--- config.mk ---
export PLATFORM = sky130hd
export DESIGN_NAME = result_formatter
export DESIGN_NICKNAME = d
export VERILOG_FILES = /design/src/rtl/uart_fmt_pkg.sv /design/src/rtl/bin2dec_seq.sv /design/src/rtl/result_formatter.sv
export SDC_FILE = /design/constraint.sdc
export NUM_CORES = 1
export LEC_CHECK = 0
export ABC_CLOCK_PERIOD_IN_PS = 2700
export CAP_MARGIN = 20
export CORE_MARGIN = 1.5
export CORE_UTILIZATION = 40
export CTS_CLUSTER_DIAMETER = 200
export DETAILED_ROUTE_END_ITERATION = 8
export HOLD_SLACK_MARGIN = 0.12
export PLACE_DENSITY_LB_ADDON = 0.2
export SYNTH_ARGS = -nofsm -noshare
export SYNTH_HDL_FRONTEND = slang
export SYNTH_HIERARCHICAL = 1
export SYNTH_SLANG_ARGS = --single-unit
--- constraint.sdc ---
create_clock -name clk -period 2.7 [get_ports clk]
set_input_delay 0.54 -clock clk [delete_from_list [all_inputs] [get_ports clk]]
set_output_delay 0.54 -clock clk [all_outputs]
set_load 0.02 [all_outputs]
--- src/rtl/uart_fmt_pkg.sv ---
// Shared definitions for the result formatter and its decimal converter.
// Holds the ASCII constants used when building a record, the state
// encodings of both state machines, and small helpers for digit handling.
package uart_fmt_pkg;

    localparam logic [7:0] ZERO = 8'h30;
    localparam logic [7:0] CR   = 8'h0D;
    localparam logic [7:0] LF   = 8'h0A;

    // Record formatter sequencing.
    typedef enum logic [2:0] {
        IDLE,
        CONV_Q,
        SEND_Q,
        SEND_SEP,
        CONV_R,
        SEND_R,
        SEND_CR,
        SEND_LF
    } fmt_state_t;

    // Converter phases: hundreds extraction, then tens extraction.
    typedef enum logic [1:0] {
        C_IDLE,
        C_HUND,
        C_TENS
    } conv_state_t;

    // Digit position of the most significant non-zero digit
    // (2 = hundreds, 1 = tens, 0 = ones). A value of 0 still sends "0".
    function automatic logic [1:0] first_digit(logic [1:0] h, logic [3:0] t);
        if (h != 2'd0)
            return 2'd2;
        else if (t != 4'd0)
            return 2'd1;
        else
            return 2'd0;
    endfunction

    function automatic logic [7:0] to_ascii(logic [3:0] d);
        return ZERO + {4'd0, d};
    endfunction

endpackage

--- src/rtl/bin2dec_seq.sv ---
// Sequential binary-to-decimal converter using repeated subtraction.
// Ports:
//   clk, rst            clock and synchronous active-high reset
//   start, val[7:0]     start pulse and the value to convert (sampled together)
//   done                one-cycle pulse once the digits below are final
//   hundreds/tens/ones  decimal digits, held until the next start
// Latency from a sampled start to done is h + t + 2 cycles: one cycle per
// subtraction plus one exit-compare cycle in each of the two phases.
module bin2dec_seq
    import uart_fmt_pkg::*;
(
    input  logic       clk,
    input  logic       rst,
    input  logic       start,
    input  logic [7:0] val,
    output logic       done,
    output logic [1:0] hundreds,
    output logic [3:0] tens,
    output logic [3:0] ones
);

    conv_state_t state;
    conv_state_t next_state;
    logic [7:0]  work;

    always_ff @(posedge clk) begin
        if (rst)
            state <= C_IDLE;
        else
            state <= next_state;
    end

    always_comb begin
        next_state = state;
        case (state)
            C_IDLE: if (start)         next_state = C_HUND;
            C_HUND: if (work < 8'd100) next_state = C_TENS;
            C_TENS: if (work < 8'd10)  next_state = C_IDLE;
            default:                   next_state = C_IDLE;
        endcase
    end

    // Datapath: whatever is left in work after the tens phase is the ones digit.
    always_ff @(posedge clk) begin
        if (rst) begin
            work     <= 8'd0;
            hundreds <= 2'd0;
            tens     <= 4'd0;
            done     <= 1'b0;
        end else begin
            done <= 1'b0;
            case (state)
                C_IDLE: begin
                    if (start) begin
                        work     <= val;
                        hundreds <= 2'd0;
                        tens     <= 4'd0;
                    end
                end
                C_HUND: begin
                    if (work >= 8'd100) begin
                        work     <= work - 8'd100;
                        hundreds <= hundreds + 2'd1;
                    end
                end
                C_TENS: begin
                    if (work >= 8'd10) begin
                        work <= work - 8'd10;
                        tens <= tens + 4'd1;
                    end else begin
                        done <= 1'b1;
                    end
                end
                default: ;
            endcase
        end
    end

    assign ones = work[3:0];

endmodule

--- src/rtl/result_formatter.sv ---
// Formats a divider result as an ASCII record "<quotient><SEP><remainder>"
// optionally followed by CR LF, and streams it byte by byte over a
// valid/ready handshake to a UART transmitter.
// Ports:
//   clk, rst            clock and synchronous active-high reset
//   load, res, rem      capture pulse with quotient and remainder
//   busy                high while a record is in progress
//   tx_data, tx_valid   byte offered to the transmitter
//   tx_ready            transmitter accepts the offered byte
//   done                one-cycle pulse after the last byte transfers
module result_formatter
    import uart_fmt_pkg::*;
#(
    parameter logic [7:0] SEP_CHAR  = 8'h72,
    parameter bit         EMIT_CRLF = 1'b1
) (
    input  logic       clk,
    input  logic       rst,
    input  logic       load,
    input  logic [7:0] res,
    input  logic [7:0] rem,
    output logic       busy,
    output logic [7:0] tx_data,
    output logic       tx_valid,
    input  logic       tx_ready,
    output logic       done
);

    fmt_state_t state;
    fmt_state_t next_state;
    logic [7:0] rem_q;
    logic [1:0] digit_idx;
    logic [7:0] digit_char;

    logic       conv_start;
    logic [7:0] conv_val;
    logic       conv_done;
    logic [1:0] hundreds;
    logic [3:0] tens;
    logic [3:0] ones;

    // One converter serves both fields. The quotient is fed straight from
    // res on the capture edge; the remainder comes from rem_q once the
    // separator has gone out.
    bin2dec_seq u_conv (
        .clk      (clk),
        .rst      (rst),
        .start    (conv_start),
        .val      (conv_val),
        .done     (conv_done),
        .hundreds (hundreds),
        .tens     (tens),
        .ones     (ones)
    );

    always_comb begin
        case (digit_idx)
            2'd2:    digit_char = to_ascii({2'd0, hundreds});
            2'd1:    digit_char = to_ascii(tens);
            default: digit_char = to_ascii(ones);
        endcase
    end

    always_comb begin
        next_state = state;
        conv_start = 1'b0;
        conv_val   = rem_q;
        tx_valid   = 1'b0;
        tx_data    = 8'h00;
        case (state)
            IDLE: begin
                if (load) begin
                    next_state = CONV_Q;
                    conv_start = 1'b1;
                    conv_val   = res;
                end
            end
            CONV_Q: if (conv_done) next_state = SEND_Q;
            SEND_Q: begin
                tx_valid = 1'b1;
                tx_data  = digit_char;
                if (tx_ready && digit_idx == 2'd0) next_state = SEND_SEP;
            end
            SEND_SEP: begin
                tx_valid = 1'b1;
                tx_data  = SEP_CHAR;
                if (tx_ready) begin
                    next_state = CONV_R;
                    conv_start = 1'b1;
                end
            end
            CONV_R: if (conv_done) next_state = SEND_R;
            SEND_R: begin
                tx_valid = 1'b1;
                tx_data  = digit_char;
                if (tx_ready && digit_idx == 2'd0)
                    next_state = EMIT_CRLF ? SEND_CR : IDLE;
            end
            SEND_CR: begin
                tx_valid = 1'b1;
                tx_data  = CR;
                if (tx_ready) next_state = SEND_LF;
            end
            SEND_LF: begin
                tx_valid = 1'b1;
                tx_data  = LF;
                if (tx_ready) next_state = IDLE;
            end
            default: next_state = IDLE;
        endcase
    end

    // digit_idx starts at the most significant non-zero digit when a
    // conversion finishes and counts down once per transferred digit.
    // Every path back to IDLE from a busy state is a final-byte transfer,
    // which is what raises done.
    always_ff @(posedge clk) begin
        if (rst) begin
            state     <= IDLE;
            rem_q     <= 8'd0;
            digit_idx <= 2'd0;
            done      <= 1'b0;
        end else begin
            state <= next_state;
            done  <= (state != IDLE) && (next_state == IDLE);
            if (state == IDLE && load)
                rem_q <= rem;
            if ((state == CONV_Q || state == CONV_R) && conv_done)
                digit_idx <= first_digit(hundreds, tens);
            else if ((state == SEND_Q || state == SEND_R) && tx_ready && digit_idx != 2'd0)
                digit_idx <= digit_idx - 2'd1;
        end
    end

    assign busy = (state != IDLE);

endmodule

[Yosys cells after proc, flatten, opt, wreduce, memory -nomap -nowiden]
Index checks and enable logic that the tools add are counted.
Word-level totals
  flip-flop bits (word level): 31
  output and inout port bits: 11
  bits of input ports: 20
Operators by class
  eq/ne operators: 16
  $lt $le $gt $ge: 4
  add/sub/neg operators: 8
  reduce and logical (&&, ||, !) cells: 27
  bitwise logic cells: 1
  muxes and demuxes: 36
Operator list (number)
  8-bit 2-to-1 mux: 5
  8-bit one-hot mux with 4 select lines: 1
  3-bit 2-to-1 mux: 8
  3-bit one-hot mux with 8 select lines: 1
  8-bit one-hot mux with 3 select lines: 1
  2-bit 2-to-1 mux: 8
  6-bit by 4-bit adder with 7-bit output, first input constant: 2
  7-bit one-hot mux with 2 select lines: 1
  3-bit == test, second input constant: 4
  2-bit nonzero test: 5
  3-bit AND reduction: 3
  8-bit by 4-bit greater-or-equal comparator with 1-bit output, second input constant: 1
  8-bit by 7-bit greater-or-equal comparator with 1-bit output, second input constant: 1
  8-bit by 4-bit less-than comparator with 1-bit output, second input constant: 1
  8-bit by 7-bit less-than comparator with 1-bit output, second input constant: 1
  4-bit 2-to-1 mux: 2
  2-bit by 1-bit inequality test with 1-bit output, second input constant: 4
  4-bit one-hot mux with 2 select lines: 1
  8-bit by 4-bit subtractor with 8-bit output, second input constant: 1
  8-bit by 7-bit subtractor with 8-bit output, second input constant: 1
  6-bit by 2-bit adder with 7-bit output, first input constant: 1
  3-bit by 2-bit == test with 1-bit output, second input constant: 2
  1-bit logical AND: 6
  3-bit logical NOT: 2
  other kinds (19): 29

[Logic depth before layout (Yosys ltp)]
  depth in word-level cells: 6
  gate-level depth with buffers: 10

[Cells and area by module]
Netlist, hierarchy kept.
By module, submodules not included
  bin2dec_seq: sequential area each 340.3 um2, cells each 150, area an instance 1281.2 um2, times used 1
  result_formatter: sequential area each 280.3 um2, cells each 141, area an instance 1044.8 um2, times used 1

[Least setup slack after synthesis]
OpenSTA, ideal clock, no wires.
  kind: register -> register
  start point: reg, netlist name state[1]
  end point: reg u_conv.work[3]
  setup slack: 380 ps
  cell stages (with the launch flop): 10
  data arrival time: 2249 ps
  path buffers: 2
  cell sequence: dfxtp_1 -> buf_4 -> buf_6 -> or3b_2 -> a21oi_1 -> nor2b_1 -> a221oi_4 -> o311ai_2 -> or3_1 -> a21oi_1
RTL lines
  end signal: assignment: RTL line bin2dec_seq.sv:55  | work <= val;
  end signal: assignment: RTL line bin2dec_seq.sv:62  | work <= work - 8'd100;
  end signal: assignment: RTL line bin2dec_seq.sv:68  | work <= work - 8'd10;
  end: declaration: RTL line bin2dec_seq.sv:24  | logic [7:0] work;

[Worst setup path after layout]
  start point: reg digit_idx[0]
  end point: out tx_data[2]
On the way
  word-level cells in the longest chain between the ends: 3
  elaborated cells on any way between the ends: 4
  classes of those cells: eq/ne (2); mux (2)
Ends and longest elaborated chain
  start: declaration: RTL line result_formatter.sv:32  | logic [1:0] digit_idx;
  start signal: assignment: RTL line result_formatter.sv:129  | digit_idx <= first_digit(hundreds, tens);
  start signal: assignment: RTL line result_formatter.sv:131  | digit_idx <= digit_idx - 2'd1;
  2-bit by 1-bit == test with 1-bit output / 2-bit == test (equally long branches): RTL line result_formatter.sv:57  | case (digit_idx)
  7-bit one-hot mux with 2 select lines (*): RTL line result_formatter.sv:57
  8-bit one-hot mux with 4 select lines (*): RTL line result_formatter.sv:70  | case (state)
  end: declaration: RTL line result_formatter.sv:23  | output logic [7:0] tx_data,
Mark *: on every way between the ends. The rest lies on a longest branch, timed or not.

==> flow_metrics.py <==
metrics = {
    "setup_path": {
        "setup.worst_path.start_class": "flip-flop",
        "r2r_cells": 7,
        "cp_capture_type": "output port",
        "worst_path_required_ns": 2.16,
        "timing.setup.critical_path_class": "reg2out",
        "reg2reg_slack_ns": 0.37,
        "worst_path_arrival_ns": 2.00,
        "path_max_fanout": 8,
    },
    "floorplanning": {
        "design.die.area_um2": 6281,
        "chipHeight_um": 79.26,
        "fp-row-count": 27,
        "initial_utilization": 0.4173,
        "top_level_ports": 31,
        "core_area_um2": 5574,
        "horiz_die_dim_um": 79.26,
    },
    "logic_synthesis": {
        "unique_cell_type_count_in_the_yosys_netlist": 63,
        "synth_area_per_cell_um2": 7.993,
        "postSynthRegisterBits": 31,
        "synth_enable_flop_cells": 0,
        "ys.warnings.count": 6,
        "syn-cell-area_um2": 2326,
        "synth_sequential_area_ratio": 0.2668,
        "postSynth.asyncResetShare": 0,
        "synth_nets": 324,
        "dominant_synthesized_flop_cell": "sky130_fd_sc_hd__dfxtp_1",
        "netlist_instances": 291,
    },
    "drt": {
        "route.antenna.remaining_nets": 0,
        "detailedRoute.firstIterationViolations": 125,
        "routed-via-count": 2041,
        "drc_errors": 0,
        "drt-vias-per-instance": 5.260,
        "totalWireLength_mm": 5.285,
        "drt_pass1_iterations": 4,
        "avgRoutedWirePerCell_um": 13.62,
    },
    "clock_tree": {
        "numClockSinks": 31,
        "root_cell_of_the_clock_tree": "sky130_fd_sc_hd__clkbuf_8",
        "clk_latency_ns": 0.28,
        "tritoncts_clock_tree": "built",
        "hold_buffers": 0,
        "max-clock-path-buffers": 2,
        "worst_setup_hold_path_clk_slew_ns": 0.07,
        "post-cts-setup-buffer-count": 0,
        "cts_inserted_buffers": 5,
        "htreeDepth": 2,
        "cts.repair.resized": 6,
    },
    "place": {
        "place_hpwl_mm": 3.888,
        "io_buffer_count": 29,
        "gp_routability_congestion": 0.7878,
        "placed_cells_incl_taps": 380,
    },
    "outcome": {
        "status": "finished clean",
    },
    "global_routing": {
        "first_global_vias": 1886,
        "grt_use_total": 0.1864,
        "grt_remaining_overflow": 0,
        "grt_first_pass_wirelength_mm": 9.128,
        "grt_max_degree": 35,
        "grt_antenna_before_repair": 0,
    },
    "layout": {
        "multiInputGateArea_um2": 1491,
        "fin_cells": 388,
        "synthToLayoutAreaGrowth_pct": 19.15,
        "seqCellArea_um2": 620.6,
        "antenna_cells": 0,
        "layout-drive-gt1-share": 0.1234,
        "post_route_core_utilization": 0.4972,
        "num-nets-final": 348,
        "num-fill-cells": 554,
    },
    "timing": {
        "finalSetupViolCount": 0,
        "rsz0062_at_grt": "no",
        "report.final.hold_viol_count": 0,
        "highest_attainable_clock_frequency_ghz": 0.3941,
        "fin_worst_skew_ns": 0.007276,
        "maxSlewHeadroom": 0.6488,
        "fin_setup_tns_ns": 0,
        "timing.final.crit_share": 0.9398,
        "finalCriticalPeriod_ns": 2.537,
        "worst_pin_slew_ns": 0.5268,
        "drv_slew": 0,
    },
    "power_and_ir_drop": {
        "p_leak_nw": 1.122,
        "fin_total_pwr_mw": 2.554,
        "peakVddDrop_v": 0.0003823,
        "power-per-cell-area_nw_per_um2": 921.6,
    },
    "hold_path": {
        "hold_path.class": "reg2reg",
        "hold_path_depth": 2,
    },
    "job": {
        "cap_viol_max_count": 0,
    },
}
[power breakdown]
part	total, mW	switching (mW)	internal, mW
clock	0.481	0.182	0.299
sequential	0.712	0.165	0.548
combinational	1.36	0.745	0.616
total	2.55	1.09	1.46
[path summary, 6_finish.rpt]
kind / from / endpoint
hold / removal: rem_q[6] / rem_q[6]
setup / recovery: digit_idx[0] / tx_data[2]
setup reg to reg: u_conv/work[2] / u_conv/state[0]
hold reg to reg: rem_q[6] / rem_q[6]
[logic make-up (layout without fill, tap and decap cells)]
logic type               Yosys count  in the layout  share of synthesized area
buffers and inverters             41             66                    0.09467
multiplexers                       2              2                   0.008607
other                              1              1                   0.001612
adder cells (fa/ha/maj)           13             13                    0.06993
AND/OR/NAND/NOR                  117            117                     0.2727
AO/OA/AOI/OAI                     74             74                     0.2405
flip-flops                        31             31                     0.2668
XOR/XNOR                          12             12                    0.04519
[registers in the layout, indices dropped and copies added (netlist names)]
name and flops:
rem_q 8, u_conv/work 8, u_conv/tens 4, state 3, digit_idx 2, u_conv/hundreds 2
u_conv/state 2, done 1, u_conv/done 1
[final cells by class]
type | instances | area share
Multi-Input combinational cell | 219 | 0.5381
Sequential cell | 31 | 0.2239
Timing Repair Buffer | 44 | 0.1440
Tap cell | 72 | 0.03251
Clock buffer | 6 | 0.02980
Inverter | 14 | 0.01896
Clock inverter | 2 | 0.01264
[layer usage]
| metal | track usage | vias up | share of wire |
|---|---|---|---|
| li1 | - | 1070 | - |
| met1 | 0.2552 | 922 | 0.48 |
| met2 | 0.2915 | 42 | 0.47 |
| met3 | 0.03448 | 7 | 0.033 |
| met4 | 0.06491 | 0 | 0.015 |
| met5 | 0 | - | 0 |
[cells in the final DEF, fill, tap and decap left out, types with 3 or more instances in the layout]
| master | netlist | layout |
|---|---|---|
| sky130_fd_sc_hd__nand2_1 | 45 | 45 |
| sky130_fd_sc_hd__dfxtp_1 | 31 | 31 |
| sky130_fd_sc_hd__clkdlybuf4s50_1 | 0 | 26 |
| sky130_fd_sc_hd__a21oi_1 | 24 | 24 |
| sky130_fd_sc_hd__nor2_1 | 16 | 16 |
| sky130_fd_sc_hd__buf_4 | 8 | 15 |
| sky130_fd_sc_hd__inv_1 | 14 | 14 |
| sky130_fd_sc_hd__ha_1 | 13 | 12 |
| sky130_fd_sc_hd__nand2b_1 | 9 | 9 |
| sky130_fd_sc_hd__nor2b_1 | 9 | 9 |
| sky130_fd_sc_hd__o21ai_0 | 8 | 7 |
| sky130_fd_sc_hd__nand3b_1 | 7 | 7 |
| sky130_fd_sc_hd__xnor2_1 | 6 | 6 |
| sky130_fd_sc_hd__xor2_1 | 6 | 6 |
| sky130_fd_sc_hd__clkbuf_8 | 0 | 6 |
| sky130_fd_sc_hd__nand3_1 | 4 | 4 |
| sky130_fd_sc_hd__a31oi_1 | 4 | 4 |
| sky130_fd_sc_hd__nor3_1 | 4 | 4 |
| sky130_fd_sc_hd__and3_1 | 3 | 3 |
| sky130_fd_sc_hd__or3_1 | 3 | 3 |
| sky130_fd_sc_hd__o2bb2ai_1 | 3 | 3 |
| sky130_fd_sc_hd__nor4_1 | 3 | 3 |
| sky130_fd_sc_hd__dlygate4sd2_1 | 0 | 3 |
| sky130_fd_sc_hd__o31a_1 | 3 | 3 |
| sky130_fd_sc_hd__a221oi_1 | 3 | 3 |
| sky130_fd_sc_hd__o41ai_2 | 3 | 3 |
[worst max-delay path, stage by stage (launching register included)]
cell and delay (ns):
sky130_fd_sc_hd__dfxtp_1 0.38, sky130_fd_sc_hd__inv_1 0.09, sky130_fd_sc_hd__ha_2 0.41, sky130_fd_sc_hd__nor2b_1 0.06, sky130_fd_sc_hd__a31oi_1 0.22, sky130_fd_sc_hd__o21ai_0 0.11
sky130_fd_sc_hd__o2bb2ai_1 0.12, sky130_fd_sc_hd__dlygate4sd2_1 0.32
[Yosys cell counts, drive strengths merged, types with 4 or more instances]
cell    instances  area, um2
nand2          45      168.9
dfxtp          31      620.6
a21oi          24      120.1
buf            18      133.9
nor2           16      60.06
inv            14      52.55
ha             13      162.7
clkbuf          9      33.78
nand2b          9      56.30
nor2b           9      56.30
o21ai           8      40.04
nand3b          7      52.55
xnor2           6      52.55
xor2            6      52.55
a221oi          4      52.56
a31oi           4      25.02
nand3           4      20.02
nor3            4      20.02
[stage by stage]
stage	worst slack (ns)	hold WS, ns	area (um2)
3_5_place_dp	-0.08359	0.4554	2651
5_1_grt	0.04702	0.4800	2771
6_report	0.1627	0.4605	2771
2_1_floorplan	0.3805	0.4394	2326
3_3_place_gp	-0.03499	0.4493	2651
4_1_cts	0.1637	0.4643	2771
No activity file was read; power rests on OpenSTA's default activity.
